`src/rtl/approx_mul_pkg.sv`:
```
// approx_mul_pkg - shared widths and the l=4 truncated approximate multiplier.
//
// Contents:
//   X_W      operand width (8)
//   Z_W      product width (16)
//   L_TRUNC  number of truncated low multiplicand bits (4)
//   approx_mul_l4(x, y)  approximate unsigned product. The upper nibble of x
//                        is multiplied exactly. The partial products dropped
//                        from the low nibble are replaced by a fixed set of
//                        compensation terms. The largest result is 64528, so
//                        the sum never overflows Z_W.
package approx_mul_pkg;

  localparam int X_W     = 8;
  localparam int Z_W     = 16;
  localparam int L_TRUNC = 4;

  function automatic logic [Z_W-1:0] approx_mul_l4(input logic [X_W-1:0] x,
                                                   input logic [X_W-1:0] y);
    logic [Z_W-1:0] z;
    z = (Z_W'(y) * Z_W'(x[X_W-1:L_TRUNC])) << L_TRUNC;
    // Compensation for the dropped x[3:0]*y partial products.
    z = z + (Z_W'((x[0] & y[7]) | (x[1] & y[6])) << 8);
    z = z + (Z_W'((x[2] & y[7]) & (x[3] & y[6])) << 9);
    z = z + (Z_W'(x[3] & y[7]) << 10);
    z = z + (Z_W'(x[1] & y[7]) << 8);
    z = z + (Z_W'((x[2] & y[7]) | (x[3] & y[6])) << 9);
    z = z + (Z_W'((x[2] & y[6]) | (x[3] & y[4])) << 8);
    z = z + (Z_W'((x[2] & y[5]) & (x[3] & y[5])) << 8);
    z = z + (Z_W'((x[2] & y[5]) | (x[3] & y[5])) << 8);
    return z;
  endfunction

endpackage

```
`src/rtl/approx_mul_arbiter_if.sv`:
```
// approx_mul_arbiter_if - request/response bundle between the accelerator
// lanes and the shared approximate multiplier.
//
// Signals:
//   req_valid[NUM_REQ]   per-lane request valid
//   req_ready[NUM_REQ]   per-lane accept, one-hot or zero
//   req_x / req_y        packed 8-bit operands, lane i at [8i+7:8i]
//   req_exact[NUM_REQ]   per-lane exact-product request (APPROX_MUL_EXACT_EN only)
//   rsp_valid/rsp_ready  response handshake
//   rsp_z                16-bit product
//   rsp_id               originating lane index
// Modports: master = lanes + response consumer, slave = arbiter.
// Optional feature macro: APPROX_MUL_EXACT_EN.
interface approx_mul_arbiter_if
  import approx_mul_pkg::*;
#(
  parameter int NUM_REQ = 4,
  parameter int ID_W    = $clog2(NUM_REQ)
);

  logic [NUM_REQ-1:0]     req_valid;
  logic [NUM_REQ-1:0]     req_ready;
  logic [X_W*NUM_REQ-1:0] req_x;
  logic [X_W*NUM_REQ-1:0] req_y;
`ifdef APPROX_MUL_EXACT_EN
  logic [NUM_REQ-1:0]     req_exact;
`endif
  logic                   rsp_valid;
  logic                   rsp_ready;
  logic [Z_W-1:0]         rsp_z;
  logic [ID_W-1:0]        rsp_id;

`ifdef APPROX_MUL_EXACT_EN
  modport master (output req_valid, req_x, req_y, req_exact, rsp_ready,
                  input  req_ready, rsp_valid, rsp_z, rsp_id);
  modport slave  (input  req_valid, req_x, req_y, req_exact, rsp_ready,
                  output req_ready, rsp_valid, rsp_z, rsp_id);
`else
  modport master (output req_valid, req_x, req_y, rsp_ready,
                  input  req_ready, rsp_valid, rsp_z, rsp_id);
  modport slave  (input  req_valid, req_x, req_y, rsp_ready,
                  output req_ready, rsp_valid, rsp_z, rsp_id);
`endif

endinterface

```
`src/rtl/approx_mul_core_l4.sv`:
```
// approx_mul_core_l4 - combinational 8x8 multiplier sitting between the
// operand register and the result register.
//
// Ports:
//   x, y   8-bit unsigned operands
//   exact  select exact x*y instead of the approximation (APPROX_MUL_EXACT_EN only)
//   z      16-bit product
module approx_mul_core_l4
  import approx_mul_pkg::*;
(
  input  logic [X_W-1:0] x,
  input  logic [X_W-1:0] y,
  output logic [Z_W-1:0] z
`ifdef APPROX_MUL_EXACT_EN
  ,
  input  logic           exact
`endif
);

`ifdef APPROX_MUL_EXACT_EN
  assign z = exact ? Z_W'(x) * Z_W'(y) : approx_mul_l4(x, y);
`else
  assign z = approx_mul_l4(x, y);
`endif

endmodule

```
`src/rtl/approx_mul_arbiter.sv`:
```
// approx_mul_arbiter - round-robin sharing of one approximate multiplier
// among NUM_REQ lanes, with a 2-stage pipeline (operands -> result).
//
// Ports:
//   clk        clock
//   rst_n      synchronous active-low reset
//   bus        approx_mul_arbiter_if.slave (requests in, tagged responses out)
//   txn_count  completed response handshakes, wraps at 2^CNT_W
// Optional feature macro: APPROX_MUL_EXACT_EN (per-request exact product).
module approx_mul_arbiter
  import approx_mul_pkg::*;
#(
  parameter int NUM_REQ = 4,
  parameter int ID_W    = $clog2(NUM_REQ),
  parameter int CNT_W   = 16
)(
  input  logic                 clk,
  input  logic                 rst_n,
  approx_mul_arbiter_if.slave  bus,
  output logic [CNT_W-1:0]     txn_count
);

  logic               s1_vld;
  logic [X_W-1:0]     s1_x;
  logic [X_W-1:0]     s1_y;
  logic [ID_W-1:0]    s1_id;
  logic               s2_vld;
  logic [Z_W-1:0]     rsp_z_q;
  logic [ID_W-1:0]    rsp_id_q;
  logic [ID_W-1:0]    rr_ptr;

  logic               adv2;
  logic               accept;
  logic               grant_vld;
  logic [ID_W-1:0]    grant_id;
  logic               req_hs;
  logic [NUM_REQ-1:0] req_ready_c;
  logic [Z_W-1:0]     core_z;

  // Stage 1 moves forward when stage 2 is empty or is being drained; a new
  // request fits whenever stage 1 is empty or moving forward this cycle.
  assign adv2   = s1_vld && (!s2_vld || bus.rsp_ready);
  assign accept = !s1_vld || adv2;

  // Round-robin search starting at rr_ptr, wrapping at NUM_REQ (which need
  // not be a power of two).
  // NOTE: every variable assigned in always_comb gets a default first, so no
  // path leaves it unassigned and no latch is inferred.
  always_comb begin
    int idx;
    grant_vld = 1'b0;
    grant_id  = '0;
    for (int k = 0; k < NUM_REQ; k++) begin
      idx = int'(rr_ptr) + k;
      if (idx >= NUM_REQ) idx = idx - NUM_REQ;
      if (!grant_vld && bus.req_valid[idx]) begin
        grant_vld = 1'b1;
        grant_id  = ID_W'(idx);
      end
    end
  end

  // Readies are held low while reset is asserted so no lane sees a
  // handshake that the reset edge would discard.
  assign req_hs = rst_n && accept && grant_vld;

  always_comb begin
    req_ready_c = '0;
    if (req_hs) req_ready_c[grant_id] = 1'b1;
  end

  assign bus.req_ready = req_ready_c;
  assign bus.rsp_valid = s2_vld;
  assign bus.rsp_z     = rsp_z_q;
  assign bus.rsp_id    = rsp_id_q;

  // Control state.
  // NOTE: sequential state uses non-blocking assignments so every register
  // samples pre-edge values regardless of statement order.
  always_ff @(posedge clk) begin
    if (!rst_n) begin
      s1_vld    <= 1'b0;
      s2_vld    <= 1'b0;
      rsp_z_q   <= '0;
      rsp_id_q  <= '0;
      rr_ptr    <= '0;
      txn_count <= '0;
    end else begin
      if (req_hs) begin
        s1_vld <= 1'b1;
        rr_ptr <= (int'(grant_id) == NUM_REQ - 1) ? '0 : grant_id + 1'b1;
      end else if (adv2) begin
        s1_vld <= 1'b0;
      end

      if (adv2) begin
        s2_vld   <= 1'b1;
        rsp_z_q  <= core_z;
        rsp_id_q <= s1_id;
      end else if (bus.rsp_ready) begin
        s2_vld <= 1'b0;
      end

      if (s2_vld && bus.rsp_ready) txn_count <= txn_count + 1'b1;
    end
  end

  // Stage-1 payload.
  // NOTE: payload registers are not reset; s1_vld qualifies them, so a reset
  // here would only cost routing on the reset net.
  always_ff @(posedge clk) begin
    if (req_hs) begin
      s1_x  <= bus.req_x[X_W*grant_id +: X_W];
      s1_y  <= bus.req_y[X_W*grant_id +: X_W];
      s1_id <= grant_id;
    end
  end

`ifdef APPROX_MUL_EXACT_EN
  logic s1_exact;

  always_ff @(posedge clk) begin
    if (req_hs) s1_exact <= bus.req_exact[grant_id];
  end

  approx_mul_core_l4 u_core (
    .x     (s1_x),
    .y     (s1_y),
    .z     (core_z),
    .exact (s1_exact)
  );
`else
  approx_mul_core_l4 u_core (
    .x (s1_x),
    .y (s1_y),
    .z (core_z)
  );
`endif

endmodule

```
`src/flat_wrapper.sv`:
```
// flat-port wrapper written by rule: the top's interface ports become plain ports
module approx_mul_arbiter_flat import approx_mul_pkg::*;
#(
  parameter int NUM_REQ = 4,
  parameter int ID_W    = $clog2(NUM_REQ),
  parameter int CNT_W   = 16
)
  (clk, rst_n, txn_count, bus_req_valid, bus_req_x, bus_req_y, bus_rsp_ready, bus_req_ready, bus_rsp_valid, bus_rsp_z, bus_rsp_id);
  approx_mul_arbiter_if #(.NUM_REQ(NUM_REQ), .ID_W(ID_W)) bus_i ();
  input  logic clk;
  input  logic rst_n;
  output logic [CNT_W-1:0] txn_count;
  input wire logic [$bits(bus_i.req_valid)-1:0] bus_req_valid;
  input wire logic [$bits(bus_i.req_x)-1:0] bus_req_x;
  input wire logic [$bits(bus_i.req_y)-1:0] bus_req_y;
  input wire logic [$bits(bus_i.rsp_ready)-1:0] bus_rsp_ready;
  output wire logic [$bits(bus_i.req_ready)-1:0] bus_req_ready;
  output wire logic [$bits(bus_i.rsp_valid)-1:0] bus_rsp_valid;
  output wire logic [$bits(bus_i.rsp_z)-1:0] bus_rsp_z;
  output wire logic [$bits(bus_i.rsp_id)-1:0] bus_rsp_id;
  assign bus_i.req_valid = bus_req_valid;
  assign bus_i.req_x = bus_req_x;
  assign bus_i.req_y = bus_req_y;
  assign bus_i.rsp_ready = bus_rsp_ready;
  assign bus_req_ready = bus_i.req_ready;
  assign bus_rsp_valid = bus_i.rsp_valid;
  assign bus_rsp_z = bus_i.rsp_z;
  assign bus_rsp_id = bus_i.rsp_id;
  approx_mul_arbiter #(.NUM_REQ(NUM_REQ), .ID_W(ID_W), .CNT_W(CNT_W)) u_core (.clk(clk), .rst_n(rst_n), .bus(bus_i), .txn_count(txn_count));
endmodule
```
`config.mk`:
```
export PLATFORM = sky130hd
export DESIGN_NAME = approx_mul_arbiter_flat
export DESIGN_NICKNAME = d
export VERILOG_FILES = /design/src/rtl/approx_mul_pkg.sv /design/src/rtl/approx_mul_arbiter_if.sv /design/src/rtl/approx_mul_core_l4.sv /design/src/rtl/approx_mul_arbiter.sv /design/src/flat_wrapper.sv
export SDC_FILE = /design/constraint.sdc
export NUM_CORES = 1
export LEC_CHECK = 0
export ABC_AREA = 1
export BUFFER_PORTS_ARGS = -buffer_cell sky130_fd_sc_hd__buf_2
export CORE_ASPECT_RATIO = 1.75
export CORE_MARGIN = 4
export CORE_UTILIZATION = 55
export DETAILED_ROUTE_END_ITERATION = 10
export PLACE_DENSITY = 0.91
export SYNTH_ARGS = -nofsm -noshare
export SYNTH_HDL_FRONTEND = slang
export SYNTH_HIERARCHICAL = 1
export SYNTH_SLANG_ARGS = --single-unit
```
`constraint.sdc`:
```
create_clock -name clk -period 5.2 [get_ports clk]
set_input_delay 0.52 -clock clk [delete_from_list [all_inputs] [get_ports clk]]
set_output_delay 0.52 -clock clk [all_outputs]
set_load 0.01 [all_outputs]
```
### Word-level counts from Yosys, hierarchy flattened

Cells that the tools add are included.

| cells by class | value |
|---|---|
| add/subtract/negate cells | 17 |
| multipliers | 1 |
| magnitude comparators | 10 |
| eq/ne operators | 1 |
| shift-type cells | 2 |
| muxes and demuxes | 32 |
| bitwise logic cells | 16 |
| reductions and logical operators | 17 |

Operators by type and width:

| operator | count |
|---|---|
| 32-bit by 4-bit < comparator with 1-bit output, second input constant | 4 |
| 32-bit 2-to-1 mux | 4 |
| 32-bit by 4-bit >= comparator with 1-bit output, second input constant | 3 |
| 32-bit by 6-bit indexed part select with 8-bit output | 2 |
| 32-bit by 4-bit subtractor with 32-bit output, second input constant | 2 |
| 16-bit adder | 3 |
| 16-bit by 9-bit adder with 16-bit output | 3 |
| 1-bit 2-to-1 mux | 17 |
| 16-bit by 1-bit adder with 16-bit output, second input constant | 1 |
| 16-bit by 10-bit adder with 16-bit output | 1 |
| 16-bit by 11-bit adder with 16-bit output | 1 |
| 8-bit by 4-bit multiplier with 12-bit output | 1 |
| 1-bit AND | 10 |
| 2-bit 2-to-1 mux | 5 |
| 8-bit by 1-bit AND with 8-bit output | 1 |
| 1-bit binary-select mux with 2-bit select | 4 |
| 1-bit logical AND | 8 |
| 8-bit bitwise OR | 1 |
| 7-bit AND | 1 |
| 2-bit by 2-bit adder with 3-bit output, second input constant | 2 |
| 1-bit zero test | 5 |
| 4-bit 2-to-1 mux | 1 |
| 2-bit nonzero test | 2 |
| 2-bit by 3-bit subtractor with 4-bit output, second input constant | 1 |
| other kinds (10) | 13 |

| word-level totals | value |
|---|---|
| register bits after elaboration | 56 |
| input bits | 71 |
| output and inout bits | 39 |
| word-level logic and storage cells | 105 |

### Logic depth before layout (Yosys ltp)

| logic depth | value |
|---|---|
| depth in word-level cells | 20 |
| gate-level depth with buffers | 28 |

### Modules after synthesis

The synthesis kept the hierarchy.

Modules (own cells, without submodules):

| module | times used | cells each | area an instance (um^2) | sequential area each (um^2) |
|---|---|---|---|---|
| approx_mul_arbiter | 1 | 465 | 3208.1 | 1301.2 |
| approx_mul_core_l4 | 1 | 231 | 1510.2 | 0.0 |

### Worst setup path after synthesis

No wires, ideal clock.

| path | value |
|---|---|
| path type | flip-flop to flip-flop |
| from | register u_core.s1_x[7] |
| to | register u_core.rsp_z_q[14], in the netlist u_core/bus.rsp_z[14] |
| setup time | 0.116 ns |
| arrival time | 4.672 ns |
| setup slack | 0.412 ns |
| cell stages (with the launch flop) | 27 |
| period minus slack after synthesis | 4.788 ns |
| cell sequence | edfxtp_1 -> clkbuf_1 -> nand2_1 -> inv_1 -> fa_1 -> inv_1 -> fa_1 -> inv_1 -> ha_1 -> nand2_1 -> nand2_1 -> a31oi_1 -> xor2_1 -> fa_1 -> inv_1 -> ha_1 -> inv_1 -> fa_1 -> inv_1 -> ha_1 -> fa_1 -> nand2_1 -> nand2_1 -> a21oi_1 -> xor2_1 -> o21ai_0 -> nor2_1 |

| between the ends | value |
|---|---|
| longest elaborated chain between the ends | 9 |

Ends and longest elaborated chain:

| element | RTL line | source |
|---|---|---|
| start, declared | approx_mul_arbiter.sv:24 | `logic [X_W-1:0] s1_x;` |
| start signal, assigned | approx_mul_arbiter.sv:113 | `s1_x <= bus.req_x[X_W*grant_id +: X_W];` |
| 8-bit by 4-bit multiplier with 12-bit output | approx_mul_pkg.sv:21 | `z = (Z_W'(y) * Z_W'(x[X_W-1:L_TRUNC])) << L_TRUNC;` |
| 16-bit by 9-bit adder with 16-bit output | approx_mul_pkg.sv:23 | `z = z + (Z_W'((x[0] & y[7]) \| (x[1] & y[6])) << 8);` |
| 16-bit adder | approx_mul_pkg.sv:24 | `z = z + (Z_W'((x[2] & y[7]) & (x[3] & y[6])) << 9);` |
| 16-bit by 11-bit adder with 16-bit output | approx_mul_pkg.sv:25 | `z = z + (Z_W'(x[3] & y[7]) << 10);` |
| 16-bit by 9-bit adder with 16-bit output | approx_mul_pkg.sv:26 | `z = z + (Z_W'(x[1] & y[7]) << 8);` |
| 16-bit by 10-bit adder with 16-bit output | approx_mul_pkg.sv:27 | `z = z + (Z_W'((x[2] & y[7]) \| (x[3] & y[6])) << 9);` |
| 16-bit by 9-bit adder with 16-bit output | approx_mul_pkg.sv:28 | `z = z + (Z_W'((x[2] & y[6]) \| (x[3] & y[4])) << 8);` |
| 16-bit adder | approx_mul_pkg.sv:29 | `z = z + (Z_W'((x[2] & y[5]) & (x[3] & y[5])) << 8);` |
| 16-bit adder | approx_mul_pkg.sv:30 | `z = z + (Z_W'((x[2] & y[5]) \| (x[3] & y[5])) << 8);` |
| via u_core.core_z[14] | approx_mul_arbiter.sv:38 | `logic [Z_W-1:0] core_z;` |
| end signal, assigned | approx_mul_arbiter.sv:98 | `rsp_z_q <= core_z;` |
| end, declared | approx_mul_arbiter.sv:28 | `logic [Z_W-1:0] rsp_z_q;` |

The timed path passes the listed nets, and every way through them passes these cells.
A chain may end at the register's enable or synchronous reset.

### Final worst setup path

| path | value |
|---|---|
| from | register u_core.s1_x[6] |
| to | register u_core.rsp_z_q[14], in the netlist u_core/bus.rsp_z[14] |

The elaborated chain is that of the path after synthesis.

==> results.md <==
- Clk Latency, worst-skew pair: 0.30 ns
- Routability Congestion: 0.856
- Initial core utilization: 0.568
- Core Box Area: 8310 µm²
- Clock sink total: 56
- Wire per inst: 12.7 µm
- Vias in the first global route: 4653
- Cell variety after synth: 34
- Worst-path clk slew: 0.07 ns
- CP Max Fanout: 4
- Fin crit period: 4.96 ns
- Crit. End Element: flop
- Post-synthesis compound-gate area fraction: 0.0599
- Post-Route WL: 11500 µm
- Synth warn: 6
- Via density: 5.25
- FMAX: 201 MHz
- Initial antenna violation count: 0
- Via count: 4764
- Max Slew Vio Count: 0
- Slew HR: 0.550
- Post-synthesis sequential area ratio: 0.276
- Std cell rows: 44
- Root Driver: clkbuf_16
- Worst-Margin Slew: 0.675 ns
- Synth area leader: nand2_1
- Fin worst setup slack: 0.236 ns
- Post-route ant nets: 0
- Largest family of logic cells by synthesized area: simple AND/OR/NAND/NOR gates
- Area fraction of the dominant cell type after synthesis: 0.161
- Crit start category: flop
- Port bufs: 109
- IO Pins: 110
- Share of post-route cells with drive strength above 1: 0.194
- Max Cap Viol: 0
- Avg Cell Area, Syn: 6.78 µm²
- Worst EP arrival: 5.20 ns
- Yosys reg bits: 56
- Worst setup path class: reg2reg
- Num CTS Buffers: 5
- Hold Startpoint: u_core/bus.rsp_z[4]
- Place WS: 0.120 ns
- GRT Overall Usage: 0.228
- CP required: 5.43 ns
- HP Class: reg2reg
- HPWL after DPL: 8870 µm
- Die Span X: 78.0 µm
- Post-synthesis simple-gate area fraction: 0.351
- H-tree levels: 2
- First element of the critical path: u_core/s1_x[6]
- Outcome: complete, no violations
- R2R cell count: 22
- RSZ-0062 raised after global routing: false
- DRC Markers: 0
- Post-Synthesis Cells: 696
- Clk buf depth: 2
- Crit share post-route: 0.955
- Synth Area in Adders: 0.152
- CTS hold repair buffers: 0
- Die Span Y: 131 µm
- XOR/XNOR Fraction of Synth Area: 0.0204
- Largest net degree at the start of global routing: 37
- Mapped Area: 4720 µm²
- Endpoints failing setup: 0
- Setup TNS: 0 ns
- Hold depth: 2
- Antenna diode count: 0
- TritonCTS clock tree: done
- Hold Vio Cnt, Final: 0
- Global-route wire length before repair: 19000 µm
- Fin nets: 910
- Reg2reg start: u_core/s1_x[6]
- Largest cells by area after synthesis: nand2_1 16%, dfxtp_1 16%, edfxtp_1 11%, inv_1 9.5%, ha_1 8.0%
- Capturing point of the worst reg2reg path: u_core/bus.rsp_z[14]
- Pre-antenna DRT Iters: 5
- Setup slack, reg-to-reg: 0.24 ns
- Area Growth Syn to Fin: 16.0%
- GRT Residual Overflow: 0
- Detailed Route Iter0 Violations: 226
- Die ar.: 10200 µm²
- Hold Path End: u_core/bus.rsp_z[4]
- Post-synthesis mux area share: 0
- Worst clock skew: 0.00329 ns
state kept, by name, summed over array words and instances, names as in the netlist:
| register | flops |
|---|---|
| u_core/bus.rsp_z | 16 |
| u_core/txn_count | 16 |
| u_core/s1_x | 8 |
| u_core/s1_y | 8 |
| u_core/bus.rsp_id | 2 |
| u_core/rr_ptr | 2 |
| u_core/s1_id | 2 |
| u_core/bus.rsp_valid | 1 |
| u_core/s1_vld | 1 |
worst max path at each step:
stage / to / slack (ns) / depth (start not counted)
2_1_floorplan: u_core/bus.rsp_z[14] / 0.41 / 26
3_3_place_gp: u_core/bus.rsp_z[14] / 0.31 / 25
3_5_place_dp: u_core/bus.rsp_z[14] / 0.12 / 25
4_1_cts: u_core/bus.rsp_z[14] / 0.05 / 25
5_1_grt: u_core/bus.rsp_z[14] / 0.006 / 22
6_report: u_core/bus.rsp_z[14] / 0.24 / 22
cells in the mapped netlist:
master and number:
a21oi_1 19, a22o_1 2, a31oi_1 2, and2_1 1, buf_2 9, buf_4 5
buf_6 5, clkbuf_1 12, clkinv_1 3, conb_1 1, dfxtp_1 38, edfxtp_1 18
fa_1 17, ha_1 30, inv_1 120, inv_2 5, nand2_1 203, nand2_2 9
nand3_1 38, nand3_2 3, nand3_4 2, nand4_1 39, nor2_1 55, nor2_2 3
nor2_4 1, nor3_1 9, nor3_2 3, nor4_1 2, o21a_1 2, o21ai_0 27
o21bai_1 1, or2_0 1, xnor2_1 2, xor2_1 9
stage by stage:
step	hold slack, ns	instance area, µm²	util	std cells
detailed placement	0.467	5240	0.631	893
global placement	0.456	5240	0.631	893
finish	0.479	5470	0.658	908
floorplan	0.451	4730	-	699
CTS	0.484	5410	0.650	901
global route	0.508	5470	0.658	908
placed cells by master, fill, tap and decap left out:
cell	synthesis	layout
a21oi_1	19	18
a21oi_2	0	1
a22o_1	2	2
a31oi_1	2	1
a31oi_2	0	1
and2_1	1	1
buf_2	9	109
buf_4	5	8
clkbuf_1	12	1
clkbuf_16	0	6
clkinv_1	3	3
conb_1	1	4
dfxtp_1	38	38
edfxtp_1	18	18
fa_1	17	16
fa_2	0	1
ha_1	30	29
ha_2	0	1
inv_1	120	120
inv_2	5	5
inv_6	0	1
nand2_1	203	203
nand2_2	9	9
nand3_1	38	38
nand3_2	3	3
nand3_4	2	2
nand4_1	39	39
nor2_1	55	55
nor2_2	3	3
nor2_4	1	1
nor3_1	9	9
nor3_2	3	3
nor4_1	2	2
o21a_1	2	2
o21ai_0	27	27
o21bai_1	1	1
or2_0	1	1
xnor2_1	2	2
xor2_1	9	9
cell type report:
| type | instances | area, µm² |
|---|---|---|
| clock buffer | 7 | 154 |
| clock inverter | 1 | 8.76 |
| fill | 704 | 2840 |
| inverter | 128 | 480 |
| multi-input combinational | 484 | 2780 |
| sequential | 56 | 1300 |
| tap | 115 | 144 |
| timing repair buffer | 117 | 606 |
what timing repair did:
item	CTS	global route
setup buffers	0	7
hold endpoints to repair	0	0
endpoints found under the setup margin	0	3
gates resized for setup	0	4
routing by layer:
metal  global-route usage  vias to the layer above  wire (µm)
met5                    0                        -          0
met4                0.129                        0        511
met3               0.0316                       44        609
met2                0.454                      186       6250
met1                0.220                     2166       4180
li1                     -                     2368          -
critical path: stages, from the launching register on:
cell	delay (ns)
edfxtp_1	0.45
buf_4	0.18
nand2_1	0.06
inv_1	0.06
fa_1	0.51
inv_1	0.06
fa_1	0.52
inv_1	0.04
ha_1	0.33
or2_0	0.24
and2_1	0.18
xor2_1	0.14
ha_1	0.32
ha_1	0.31
ha_1	0.30
ha_1	0.24
fa_2	0.37
nand2_1	0.07
nand2_1	0.06
a21oi_2	0.13
xor2_1	0.13
o21ai_0	0.09
nor2_1	0.10
cells by family after synthesis:
family                   count (synthesis)
AND/OR/NAND/NOR                        369
buffers and inverters                  159
flip-flops                              56
AO/OA/AOI/OAI                           53
adder cells (fa/ha/maj)                 47
XOR/XNOR                                11
other                                    1
Power is left out: the tool's default activity adds up to more than one toggle a clock period on the data nets, which glitch-free logic cannot reach.
